## config.mk

```make
export PLATFORM = sky130hd
export DESIGN_NAME = rf_operand_fetch
export DESIGN_NICKNAME = d
export VERILOG_FILES = /design/src/rtl/rf_operand_fetch.sv
export SDC_FILE = /design/constraint.sdc
export NUM_CORES = 1
export LEC_CHECK = 0
export BUFFER_PORTS_ARGS = -buffer_cell sky130_fd_sc_hd__buf_2
export CAP_MARGIN = 10
export CELL_PAD_IN_SITES_DETAIL_PLACEMENT = 1
export CELL_PAD_IN_SITES_GLOBAL_PLACEMENT = 1
export CORE_MARGIN = 1.5
export CORE_UTILIZATION = 41
export DETAILED_ROUTE_END_ITERATION = 8
export PLACE_DENSITY = 0.91
export SYNTH_ARGS = -nofsm -noshare
export SYNTH_HDL_FRONTEND = slang
export SYNTH_SLANG_ARGS = --single-unit
```

## constraint.sdc

```tcl
create_clock -name clk -period 4.9 [get_ports clk]
set_clock_uncertainty 0.15 [all_clocks]
set_input_delay 0.49 -clock clk [delete_from_list [all_inputs] [get_ports clk]]
set_output_delay 0.49 -clock clk [all_outputs]
set_load 0.01 [all_outputs]
```

## src/rtl/rf_operand_fetch.sv

```systemverilog
// rtl/rf_operand_fetch.sv - operand fetch with busy-bit scoreboard and a one-entry valid/ready output stage
// Optional macro WB_BYPASS_EN forwards the writeback bus into same-cycle operand reads.
`ifndef RF_SIZE_LOG
`define RF_SIZE_LOG 5
`endif
`ifndef REG_LEN
`define REG_LEN 32
`endif

module rf_operand_fetch #(
  parameter int RF_SIZE_LOG = `RF_SIZE_LOG,
  parameter int REG_LEN     = `REG_LEN,
  parameter int CNT_W       = 16
) (
  input  logic                   clk,
  input  logic                   rst_n,
  input  logic                   in_valid,
  output logic                   in_ready,
  input  logic [RF_SIZE_LOG-1:0] in_rs1,
  input  logic [RF_SIZE_LOG-1:0] in_rs2,
  input  logic [RF_SIZE_LOG-1:0] in_rd,
  input  logic                   in_rd_wen,
  output logic [RF_SIZE_LOG-1:0] rf_rs1,
  input  logic [REG_LEN-1:0]     rf_rs1_data,
  output logic [RF_SIZE_LOG-1:0] rf_rs2,
  input  logic [REG_LEN-1:0]     rf_rs2_data,
  input  logic                   wb_valid,
  input  logic [RF_SIZE_LOG-1:0] wb_rd,
  input  logic [REG_LEN-1:0]     wb_data,
  output logic                   rf_wen,
  output logic [RF_SIZE_LOG-1:0] rf_rd,
  output logic [REG_LEN-1:0]     rf_rd_data,
  input  logic                   flush,
  output logic                   out_valid,
  input  logic                   out_ready,
  output logic [REG_LEN-1:0]     out_rs1_data,
  output logic [REG_LEN-1:0]     out_rs2_data,
  output logic [RF_SIZE_LOG-1:0] out_rd,
  output logic                   out_rd_wen,
  output logic [CNT_W-1:0]       stall_cnt
);

  localparam int RF_SIZE = 2 ** RF_SIZE_LOG;

  typedef enum logic {EMPTY, FULL} state_t;

  state_t               state, state_nxt;
  logic [RF_SIZE-1:0]   busy, busy_nxt;
  logic                 byp1, byp2, busy1, busy2;
  logic                 hazard, space, fire, stall_inc;
  logic [REG_LEN-1:0]   op1, op2;

  assign rf_rs1     = in_rs1;
  assign rf_rs2     = in_rs2;
  assign rf_wen     = wb_valid;
  assign rf_rd      = wb_rd;
  assign rf_rd_data = wb_data;

`ifdef WB_BYPASS_EN
  assign byp1 = wb_valid && (wb_rd == in_rs1);
  assign byp2 = wb_valid && (wb_rd == in_rs2);
  assign op1  = byp1 ? wb_data : rf_rs1_data;
  assign op2  = byp2 ? wb_data : rf_rs2_data;
`else
  assign byp1 = 1'b0;
  assign byp2 = 1'b0;
  assign op1  = rf_rs1_data;
  assign op2  = rf_rs2_data;
`endif

  // WAW check on in_rd deliberately ignores the bypass terms.
  assign busy1     = busy[in_rs1] & ~byp1;
  assign busy2     = busy[in_rs2] & ~byp2;
  assign hazard    = busy1 | busy2 | (in_rd_wen & busy[in_rd]);
  assign out_valid = (state == FULL);
  assign space     = ~out_valid | out_ready;
  assign in_ready  = space & ~hazard & ~flush;
  assign fire      = in_valid & in_ready;
  assign stall_inc = in_valid & space & hazard & ~flush;

  always_ff @(posedge clk or negedge rst_n) begin
    if (!rst_n) state <= EMPTY;
    else        state <= state_nxt;
  end

  always_comb begin
    state_nxt = state;
    if (flush)          state_nxt = EMPTY;
    else if (fire)      state_nxt = FULL;
    else if (out_ready) state_nxt = EMPTY;
  end

  // Clear before set so an issue and a writeback to the same index leave it busy.
  always_comb begin
    busy_nxt = busy;
    if (wb_valid)          busy_nxt[wb_rd] = 1'b0;
    if (fire && in_rd_wen) busy_nxt[in_rd] = 1'b1;
    if (flush)             busy_nxt = '0;
  end

  always_ff @(posedge clk or negedge rst_n) begin
    if (!rst_n) busy <= '0;
    else        busy <= busy_nxt;
  end

  always_ff @(posedge clk or negedge rst_n) begin
    if (!rst_n) begin
      out_rs1_data <= '0;
      out_rs2_data <= '0;
      out_rd       <= '0;
      out_rd_wen   <= 1'b0;
    end else if (fire) begin
      out_rs1_data <= op1;
      out_rs2_data <= op2;
      out_rd       <= in_rd;
      out_rd_wen   <= in_rd_wen;
    end
  end

  always_ff @(posedge clk or negedge rst_n) begin
    if (!rst_n)                            stall_cnt <= '0;
    else if (stall_inc && stall_cnt != '1) stall_cnt <= stall_cnt + CNT_W'(1);
  end

endmodule

```

==> results by group, run 1 <==
Critical path
  • Data required, critical path: 5.06 ns
  • Reg2reg path depth: 7
  • CP dominant cell by count: o21ai_0
  • Crit path kind: primary input to flop
  • Max FO, Critical Path: 20
  • CP max stage delay: 0.66 ns
  • Crit start category: primary input
  • R2R Setup Slk: 1.58 ns
  • Crit path from: in_rs1[2]
  • Endpoint class of the critical path: flop
  • Crit-path slowest cell: and2_1
  • Crit-path cells: buf_2 -> mux2_2 -> o211ai_1 -> o21ai_0 -> nor4_2 -> and2_1 -> nand4_1 -> o21ai_0
  • R2R Path End: busy[14]
  • Critical R2R Launch: busy[6]
  • CP Data Arrival Time: 3.56 ns

Finish
  • Final instance area: 8010 um^2
  • Number of non-filler instances in the completed layout: 959
  • Commonest non-fill, non-tap cell in the layout: buf_2
  • Layout cells sized above 1: 40.8%
  • Nets: 854
  • Ant. Diodes: 0
  • Most frequent cells in the layout: 193 x buf_2, 119 x dfrtp_1, 61 x mux2_4, 49 x nand2_1, 43 x mux2i_1
  • Synth-to-layout area growth: 19.6%

Routing
  • Total Wirelength: 20,900 um
  • Via count: 5,287
  • Vias/cell: 5.51
  • # DRC: 0
  • First drt pass iteration count: 4
  • Drt initial violations: 363
  • Antenna viol nets, final: 0
  • DR WL/cell: 21.8 um

CTS
  • Latest clock arrival within the worst-skew pair: 0.42 ns
  • Post-CTS Setup Bufs: 0
  • Cts bufs inserted: 17
  • Max H-tree Level: 4
  • # hold bufs at CTS: 0
  • Clock transition at path regs: 0.06 ns
  • Max Buffers Root-to-Sink: 2
  • PostCTS Resize Cnt: 0
  • CTS tree: yes
  • Clock root buffer: clkbuf_16
  • CTS sink cnt: 119

Global route
  • Pin count of the biggest net entering global routing: 81
  • Global-route wire length before repair: 31,000 um
  • Total grt overflow: 0
  • Vias in the first global route: 5,565
  • Initial antenna violation count: 0
  • Overall routing resource usage: 24.3%

Pwr
  • Clock share of power: 37.5%
  • Part of the power in registers: 38.0%
  • Static Leak: 4.00 nW
  • Int Pwr: 2.52 mW
  • Comb pwr share: 24.5%
  • Net Sw Frac: 28.9%
  • Total power density per cell area: 441 nW/um^2
  • P_sw: 1.02 mW
  • VDD IR max: 0.222 mV

Timing
  • Setup violations, final: 0
  • Hold Vio Cnt, Final: 0
  • Setup_tns: 0 ns
  • Period utilisation layout: 69.4%
  • Slew Viols, Final: 0
  • Fmax: 294 MHz
  • Worst Tran Pin Value: 1.06 ns
  • Relative slew slack: 29.3%
  • Crit path time final: 3.40 ns
  • RSZ-0062 raised after global routing: no

Floorplanning
  • Die Y: 131 um
  • Core area: 15,900 um^2
  • Die area: 17,100 um^2
  • Std-Cell Rows: 46
  • Die Wd: 131 um
  • Top Ports: 259
  • Starting Density: 42.0%

Placed design
  • Placed instance area: 7390 um^2
  • Placed Cells: 927
  • Input/output buffers: 194
  • Final Wtd Congestion: 0.853
  • Hpwl dp: 15,000 um

Synth
  • Mapped Area: 6700 um^2
  • Syn nets: 714
  • Syn Area/Cell: 11.4 um^2
  • Syn Inst Count: 590
  • Post-synthesis sequential area ratio: 44.5%
  • Synth unique cells: 53
  • Yosys Warn Count: 0
  • Yosys reg bits: 119

Status
  • Status: finished clean

Min path
  • Worst Hold Class: primary input to asynchronous set/reset pin

Flow run
  • Max Cap Viol: 0
==> per-layer routing <==
layer,wire [um],GRT usage [%]
met1,8130,29.0
met2,10400,41.4
met3,1860,6.31
met4,487,10.5
met5,0,0
==> sequential cells by signal, summed over array words and instances (netlist names) <==
name          count
out_valid         1
busy             32
out_rs1_data     32
stall_cnt        16
out_rd_wen        1
out_rs2_data     32
out_rd            5
==> power by group through the flow <==
stage	clock, mW	sequential [mW]	combinational [mW]
CTS	1.35	1.35	0.877
floorplan	0	1.43	0.435
finish	1.33	1.34	0.868
global placement	0	1.34	0.832
detailed placement	0	1.36	0.864
global route	1.38	1.37	0.936
==> per-stage QoR <==
step                      hold WS, ns  total power [mW]  utilization, %  setup slack [ns]
after floorplan                0.0444              1.87               -              2.33
after global placement          0.312              2.17            46.3              1.36
after detailed placement        0.328              2.22            46.3              1.28
after CTS                       0.117              3.57            50.2              1.52
after global routing            0.137              3.69            50.2              1.28
final                          0.0937              3.54            50.2              1.50
==> cell usage after synthesis (all sizes together) <==
| library cell | number | share of area, % |
|---|---|---|
| and3 | 7 | 0.65 |
| a31oi | 1 | 0.093 |
| or3 | 3 | 0.35 |
| nor4 | 3 | 0.37 |
| nor3 | 17 | 1.3 |
| and2 | 5 | 0.47 |
| nor3b | 6 | 0.67 |
| nor2 | 8 | 0.45 |
| and3b | 1 | 0.13 |
| nand4 | 6 | 0.56 |
| inv | 2 | 0.11 |
| o2111ai | 1 | 0.13 |
| nand3 | 16 | 1.2 |
| o32a | 1 | 0.15 |
| a211oi | 5 | 0.56 |
| or2 | 2 | 0.19 |
| ha | 1 | 0.19 |
| a22oi | 8 | 0.97 |
| mux2i | 43 | 6.4 |
| a2111oi | 1 | 0.41 |
| nand2b | 5 | 0.47 |
| o22ai | 3 | 0.28 |
| xor2 | 14 | 1.8 |
| or4 | 1 | 0.11 |
| nand3b | 20 | 2.2 |
| dfrtp | 119 | 44 |
| o211ai | 2 | 0.30 |
| a21oi | 2 | 0.15 |
| nor2b | 27 | 2.5 |
| o32ai | 1 | 0.13 |
| o41ai | 2 | 0.37 |
| o21ai | 55 | 4.2 |
| clkbuf | 6 | 0.34 |
| buf | 70 | 8.5 |
| nor4b | 1 | 0.13 |
| or3b | 1 | 0.13 |
| xnor2 | 1 | 0.13 |
| mux2 | 70 | 15 |
| nand4b | 3 | 0.39 |
| nand2 | 49 | 2.7 |
| o21bai | 1 | 0.11 |
==> cell type report <==
class	instances	area [um^2]
Clock inverter	12	175
Fill cell	1780	7930
Inverter	2	7.51
Multi-Input combinational cell	393	3140
Sequential cell	119	2980
Clock buffer	20	447
Timing Repair Buffer	197	996
Tap cell	216	270
==> worst max-delay path: cells and delay by family <==
family	cells	cell delay [ns]
AND/OR/NAND/NOR	3	1.54
buffers and inverters	1	0.38
multiplexers	1	0.40
AO/OA/AOI/OAI	3	0.74
==> worst max path at each step <==
stage | slack, ns | cells past startpoint | endpoint
after floorplan | 2.33 | 9 | stall_cnt[1]
after global placement | 1.36 | 8 | busy[24]
after global routing | 1.28 | 8 | busy[14]
after CTS | 1.52 | 8 | busy[20]
after detailed placement | 1.28 | 8 | busy[24]
final | 1.50 | 8 | busy[14]
==> logic make-up (layout without fill, tap and decap cells) <==
kind of cell / after synthesis / count (layout) / share of synthesized area [%]
AND/OR/NAND/NOR: 181 / 181 / 15.1
XOR/XNOR: 15 / 15 / 1.96
AO/OA/AOI/OAI: 83 / 83 / 7.83
buffers and inverters: 78 / 231 / 8.91
multiplexers: 113 / 113 / 21.6
flip-flops: 119 / 119 / 44.5
adder cells (fa/ha/maj): 1 / 1 / 0.187
Power figures use the tool's default switching activity.
==> run 2, diff against run 1 <==
--- a/config.mk
+++ b/config.mk
@@ -10,9 +10,9 @@
 export CELL_PAD_IN_SITES_DETAIL_PLACEMENT = 1
 export CELL_PAD_IN_SITES_GLOBAL_PLACEMENT = 1
 export CORE_MARGIN = 1.5
-export CORE_UTILIZATION = 41
+export CORE_UTILIZATION = 34
 export DETAILED_ROUTE_END_ITERATION = 8
-export PLACE_DENSITY = 0.91
+export PLACE_DENSITY = 0.81
 export SYNTH_ARGS = -nofsm -noshare
 export SYNTH_HDL_FRONTEND = slang
 export SYNTH_SLANG_ARGS = --single-unit
==> constraint.sdc (replaced) <==
create_clock -name clk -period 3.1 [get_ports clk]
set_clock_uncertainty 0.15 [all_clocks]
set_input_delay 0.31 -clock clk [delete_from_list [all_inputs] [get_ports clk]]
set_output_delay 0.31 -clock clk [all_outputs]
set_load 0.01 [all_outputs]
==> run 2 against run 1 <==
Combinational power rose by 72%. Via count rose by 4.3%. Sequential share of layout area down 3.0 points. Non-clock buffer count increased by 73. Worst hold slack got worse by 0.065 ns. Core utilization shrank 5.3 points. First-iteration DRC count shrank 24%. Critical endpoint is now in_ready.
==> results by group, run 2 (synthesized netlist as in run 1, its figures left out) <==
Timing
  • Final worst slack: 0.261 ns (was 1.50 ns)
  • Worst Tran Pin Value: 0.877 ns (was 1.06 ns)
  • Setup violations, final: 0 (unchanged)
  • Period utilisation layout: 91.6%
  • Hold Vio Cnt, Final: 0 (unchanged)
  • Crit path time final: 2.84 ns
  • RSZ-0062 raised after global routing: no (unchanged)
  • Fmax: 352 MHz
  • Slew Viols, Final: 0 (unchanged)
  • Relative slew slack: 41.5% (was 29.3%)
  • Setup_tns: 0 ns (unchanged)

Placed design
  • Pre-CTS setup slack: 0.146 ns (was 1.28 ns)
  • Hpwl dp: 15,000 um (about the same)
  • Input/output buffers: 194 (unchanged)
  • Final Wtd Congestion: 0.829 (was 0.853)

Min path
  • Worst Hold Class: primary input to flop (was primary input to asynchronous set/reset pin)
  • Hold Startpoint: rf_rs1_data[11]
  • Hold EP: out_rs1_data[11]
  • Hold path depth: 2

Critical path
  • R2R Path End: stall_cnt[15] (was busy[14])
  • Reg2reg path depth: 9 (was 7)
  • Data required, critical path: 2.64 ns (was 5.06 ns)
  • Crit path kind: flop to output port (was primary input to flop)
  • Crit start category: flop (was primary input)
  • Critical R2R Launch: busy[1] (was busy[6])
  • Endpoint class of the critical path: output port (was flop)
  • Max FO, Critical Path: 4 (was 20)
  • CP Data Arrival Time: 2.38 ns (was 3.56 ns)
  • R2R Setup Slk: 0.39 ns (was 1.58 ns)

Global route
  • Initial antenna violation count: 0 (unchanged)
  • Total grt overflow: 0 (unchanged)
  • Vias in the first global route: 5,838 (was 5,565)
  • Global-route wire length before repair: 33,800 um (was 31,000 um)
  • Overall routing resource usage: 22.2% (was 24.3%)
  • Pin count of the biggest net entering global routing: 66 (was 81)

CTS
  • CTS sink cnt: 119 (unchanged)
  • # hold bufs at CTS: 63 (was 0)
  • Max Buffers Root-to-Sink: 2 (unchanged)
  • Clock transition at path regs: 0.07 ns (was 0.06 ns)
  • Max H-tree Level: 4 (unchanged)
  • Latest clock arrival within the worst-skew pair: 0.43 ns (was 0.42 ns)
  • Cts bufs inserted: 17 (unchanged)
  • PostCTS Resize Cnt: 0 (unchanged)
  • Clock root buffer: clkbuf_16 (unchanged)
  • Post-CTS Setup Bufs: 0 (unchanged)
  • CTS tree: yes (unchanged)

Routing
  • Total Wirelength: 23,000 um (was 20,900 um)
  • Via count: 5,516 (was 5,287)
  • Drt initial violations: 276 (was 363)
  • # DRC: 0 (unchanged)
  • DR WL/cell: 21.3 um (was 21.8 um)
  • First drt pass iteration count: 4 (unchanged)
  • Vias/cell: 5.10 (was 5.51)
  • Antenna viol nets, final: 0 (unchanged)

Pwr
  • P_sw: 1.75 mW (was 1.02 mW)
  • Static Leak: 4.27 nW (was 4.00 nW)
  • Int Pwr: 3.72 mW (was 2.52 mW)
  • Clock share of power: 33.5% (was 37.5%)
  • Part of the power in registers: 39.2% (was 38.0%)
  • Net Sw Frac: 32.0% (was 28.9%)
  • Total power density per cell area: 627 nW/um^2 (was 441 nW/um^2)
  • VDD IR max: 0.321 mV (was 0.222 mV)
  • Comb pwr share: 27.2% (was 24.5%)

Finish
  • Layout cells sized above 1: 38.4% (was 40.8%)
  • Most frequent cells in the layout: 193 x buf_2, 119 x dfrtp_1, 64 x dlygate4sd3_1, 61 x mux2_4, 49 x nand2_1 (was 193 x buf_2, 119 x dfrtp_1, 61 x mux2_4, 49 x nand2_1, 43 x mux2i_1)
  • Synth-to-layout area growth: 30.3% (was 19.6%)
  • Commonest non-fill, non-tap cell in the layout: buf_2 (unchanged)
  • Nets: 927 (was 854)
  • Top flop regs: busy (32), out_rs1_data (32), out_rs2_data (32) (unchanged)

Floorplanning
  • Die area: 20,600 um^2 (was 17,100 um^2)
  • Starting Density: 34.5% (was 42.0%)
  • Die Y: 143 um (was 131 um)
  • Top Ports: 259 (unchanged)
  • Core area: 19,400 um^2 (was 15,900 um^2)
  • Die Wd: 143 um (was 131 um)
  • Std-Cell Rows: 51 (was 46)

Status
  • Status: finished clean (unchanged)

Flow run
  • Max Cap Viol: 0 (unchanged)
[run 2: cell count changes in the layout (fill, tap and decap cells not counted)]
cell | previous run | this run
buf_4 | 4 | 11
clkinv_2 | 4 | 3
bufinv_16 | 4 | 0
dlygate4sd3_1 | 0 | 64
diode_2 | 0 | 1
clkinvlp_4 | 0 | 4
buf_12 | 0 | 2
clkbuf_1 | 2 | 1
inv_6 | 1 | 3
[run 2: worst max-delay path by stage]
stage | startpoint | end | slack (ns)
6_report | busy[1] | in_ready | 0.26
5_1_grt | busy[1] | in_ready | 0.15
4_1_cts | busy[1] | in_ready | 0.25
3_5_place_dp | in_rs2[2] | busy[7] | 0.15
3_3_place_gp | in_rs2[2] | busy[1] | 0.16
2_1_floorplan | in_rd[2] | stall_cnt[1] | 0.71
[run 2: worst max-delay path: stages (launching register included)]
cell       delay (ns)
dfrtp_1          0.42
nor2b_1          0.18
a2111oi_4        0.28
o21ai_1          0.14
nor4_2           0.42
buf_4            0.21
and3_1           0.14
buf_2            0.16
[run 2: routing by layer]
layer | up-vias | share of wire, % | GRT usage (%)
li1 | 2488 | - | -
met1 | 2798 | 41 | 26.9
met2 | 178 | 52 | 37.9
met3 | 52 | 4.3 | 4.43
met4 | 0 | 3.0 | 10.6
met5 | - | 0 | 0
[run 2: through the flow]
stage	hold WS (ns)	cells	util, %	power (mW)	cell area, um^2
floorplan	-0.136	590	-	2.95	6700
global placement	0.313	985	38.9	3.45	7540
detailed placement	0.318	985	38.9	3.52	7540
CTS	0.00401	1080	44.9	5.44	8710
global route	0.0191	1081	45.0	5.71	8720
finish	0.0290	1082	45.0	5.47	8730
[run 2: power groups by stage]
stage | registers [mW] | clock network (mW) | logic [mW]
2_1_floorplan | 2.26 | 0 | 0.688
5_1_grt | 2.18 | 1.94 | 1.59
4_1_cts | 2.12 | 1.85 | 1.47
3_3_place_gp | 2.10 | 0 | 1.36
6_report | 2.15 | 1.84 | 1.49
3_5_place_dp | 2.13 | 0 | 1.39
[run 2: area by class of cell]
class	count	area [um^2]
fill	2191	10700
multi-input combinational	393	3140
sequential	119	2980
timing repair buffer	270	1730
clock buffer	19	443
tap	265	332
clock inverter	13	97.6
inverter	2	7.51
antenna	1	2.50
==> run 3, diff against run 2 <==
--- a/config.mk
+++ b/config.mk
@@ -10,9 +10,9 @@
 export CELL_PAD_IN_SITES_DETAIL_PLACEMENT = 1
 export CELL_PAD_IN_SITES_GLOBAL_PLACEMENT = 1
 export CORE_MARGIN = 1.5
-export CORE_UTILIZATION = 34
+export CORE_UTILIZATION = 30
 export DETAILED_ROUTE_END_ITERATION = 8
-export PLACE_DENSITY = 0.81
+export PLACE_DENSITY = 0.73
 export SYNTH_ARGS = -nofsm -noshare
 export SYNTH_HDL_FRONTEND = slang
 export SYNTH_SLANG_ARGS = --single-unit
==> run 3 against run 2 <==
Via count fell by 2.3%. Global-route usage shrank 3.4 points. Non-clock buffer count up 1. Final cell count rose by 1.6%. Final area rose by 0.95%. Sequential power barely moved. Maximum frequency is 1.2% higher. Critical path type unchanged. Critical endpoint unchanged. Largest cell class unchanged. Largest power group unchanged.
==> results by group, run 3 (synthesized netlist as in run 1, its figures left out) <==
Status
  • Status: finished clean (unchanged)

Floorplanning
  • Die Y: 152 um (was 143 um)
  • Std-Cell Rows: 54 (was 51)
  • Top Ports: 259 (unchanged)
  • Core area: 21,900 um^2 (was 19,400 um^2)
  • Die area: 23,200 um^2 (was 20,600 um^2)
  • Starting Density: 30.6% (was 34.5%)
  • Die Wd: 152 um (was 143 um)

Timing
  • Slew Viols, Final: 0 (unchanged)
  • RSZ-0062 raised after global routing: no (unchanged)
  • Fmax: 356 MHz (was 352 MHz)
  • Worst Tran Pin Value: 0.611 ns (was 0.877 ns)
  • Relative slew slack: 59.2% (was 41.5%)
  • Period utilisation layout: 90.5% (was 91.6%)
  • Final worst slack: 0.294 ns (was 0.261 ns)
  • Setup_tns: 0 ns (unchanged)
  • Hold Vio Cnt, Final: 0 (unchanged)
  • Setup violations, final: 0 (unchanged)
  • Crit path time final: 2.81 ns (was 2.84 ns)
  • Hold slack: 0.0607 ns (was 0.0290 ns)

CTS
  • Post-CTS Setup Bufs: 0 (unchanged)
  • Max Buffers Root-to-Sink: 2 (unchanged)
  • Max H-tree Level: 4 (unchanged)
  • CTS sink cnt: 119 (unchanged)
  • Latest clock arrival within the worst-skew pair: 0.43 ns (about the same)
  • Clock transition at path regs: 0.06 ns (was 0.07 ns)
  • CTS tree: yes (unchanged)
  • Cts bufs inserted: 17 (unchanged)
  • Clock root buffer: clkbuf_16 (unchanged)

Routing
  • # DRC: 0 (unchanged)
  • Total Wirelength: 21,500 um (was 23,000 um)
  • Drt initial violations: 310 (was 276)
  • Vias/cell: 4.91 (was 5.10)
  • DR WL/cell: 19.5 um (was 21.3 um)
  • Via count: 5,391 (was 5,516)
  • Antenna viol nets, final: 0 (unchanged)
  • First drt pass iteration count: 4 (unchanged)

Pwr
  • Overall power: 5.61 mW (was 5.47 mW)
  • Comb pwr share: 25.8% (was 27.2%)
  • P_sw: 1.73 mW (was 1.75 mW)
  • Net Sw Frac: 30.8% (was 32.0%)
  • Int Pwr: 3.88 mW (was 3.72 mW)
  • VDD IR max: 0.293 mV (was 0.321 mV)
  • Static Leak: 4.30 nW (was 4.27 nW)
  • Part of the power in registers: 37.8% (was 39.2%)
  • Total power density per cell area: 636 nW/um^2 (was 627 nW/um^2)
  • Clock share of power: 36.3% (was 33.5%)

Finish
  • Top flop regs: busy (32), out_rs1_data (32), out_rs2_data (32) (unchanged)
  • Filler cells: 2,474 (was 2,191)
  • Most frequent cells in the layout: 193 x buf_2, 119 x dfrtp_1, 65 x dlygate4sd3_1, 61 x mux2_4, 49 x nand2_1 (was 193 x buf_2, 119 x dfrtp_1, 64 x dlygate4sd3_1, 61 x mux2_4, 49 x nand2_1)
  • Commonest non-fill, non-tap cell in the layout: buf_2 (unchanged)
  • Layout cells sized above 1: 38.4% (about the same)
  • Synth-to-layout area growth: 31.5% (was 30.3%)
  • Nets: 928 (was 927)
  • Fin util: 40.2% (was 45.0%)

Critical path
  • Endpoint class of the critical path: output port (unchanged)
  • Crit-path cells: nor2b_1 -> a2111oi_4 -> o21ai_1 -> nor4_2 -> buf_4 -> and3_1 -> buf_2 (unchanged)
  • CP Data Arrival Time: 2.35 ns (was 2.38 ns)
  • Max FO, Critical Path: 4 (unchanged)
  • CP max stage delay: 0.43 ns (was 0.42 ns)
  • Crit path kind: flop to output port (unchanged)
  • Crit-path slowest cell: dfrtp_1 (unchanged)
  • Data required, critical path: 2.64 ns (about the same)
  • Crit start category: flop (unchanged)

Placed design
  • Hpwl dp: 14,700 um (was 15,000 um)
  • Input/output buffers: 194 (unchanged)
  • Final Wtd Congestion: 0.856 (was 0.829)
  • Pre-CTS setup slack: 0.0992 ns (was 0.146 ns)

Global route
  • Initial antenna violation count: 3 (was 0)
  • Pin count of the biggest net entering global routing: 65 (was 66)
  • Total grt overflow: 0 (unchanged)
  • Overall routing resource usage: 18.8% (was 22.2%)
  • Global-route wire length before repair: 34,000 um (was 33,800 um)
  • Vias in the first global route: 5,880 (was 5,838)

Min path
  • Worst Hold Class: primary input to flop (unchanged)

Flow run
  • Max Cap Viol: 0 (unchanged)
-- run 3: cell count changes in the layout (fill, tap and decap cells not counted), sizes merged --
cell         previous run  this run
bufinv                  0         2
clkbuf                 19        17
clkinv                  6         4
clkinvlp                4         2
diode                   1         2
dlygate4sd3            64        65
inv                     5         9
-- run 3: path summary, 6_finish.rpt --
kind                                        from               end  slack (ns)  cells after the start
worst min register to register  out_rs1_data[28]  out_rs1_data[28]        0.34                      1
max in group asynchronous                  rst_n  out_rs2_data[12]        1.85                      3
worst max register to register           busy[1]          busy[31]        0.42                      8
worst max-delay path                     busy[1]          in_ready        0.29                      7
worst min-delay path                   in_rd_wen        out_rd_wen        0.06                      2
min in group asynchronous                  rst_n          busy[25]        0.20                      2
-- run 3: power by group through the flow --
stage          Sequential (mW)  Combinational, mW  Clock (mW)
3_5_place_dp              2.13               1.38           0
2_1_floorplan             2.26              0.688           0
3_3_place_gp              2.11               1.34           0
4_1_cts                   2.11               1.45        2.07
5_1_grt                   2.16               1.55        2.14
6_report                  2.12               1.45        2.04
-- run 3: layout make-up --
class                      count  area (um^2)  share of cell area (%)
antenna                        2         5.00                  0.0568
clock inverter                15          166                    1.89
timing repair buffer         271         1740                    19.7
tap                          280          350                    3.98
multi-input combinational    393         3140                    35.6
inverter                       2         7.51                  0.0852
clock buffer                  17          425                    4.83
sequential                   119         2980                    33.8
-- run 3: through the flow --
step | area, um^2 | cells
floorplan | 6700 | 590
global placement | 7560 | 1000
detailed placement | 7560 | 1000
CTS | 8800 | 1097
global route | 8810 | 1099
finish | 8810 | 1099
-- run 3: timing repair --
| action | 4_1_cts | 5_1_grt |
|---|---|---|
| hold buffers | 65 | 0 |
| gates resized for setup | 0 | 0 |
| hold endpoints to repair | 89 | 0 |
-- run 3: layer usage --
| metal | track usage (%) | routed length (um) | part of all wire (%) |
|---|---|---|---|
| met1 | 23.5 | 9170 | 43 |
| met2 | 31.1 | 10700 | 50 |
| met3 | 4.07 | 994 | 4.6 |
| met4 | 8.75 | 631 | 2.9 |
| met5 | 0 | 11 | 0.051 |
-- run 3: worst max-delay path, delay by kind of cell (launching register included) --
family / cells / cell delay, ns
AND/OR/NAND/NOR: 3 / 0.70
flip-flops: 1 / 0.43
AO/OA/AOI/OAI: 2 / 0.43
buffers and inverters: 2 / 0.37
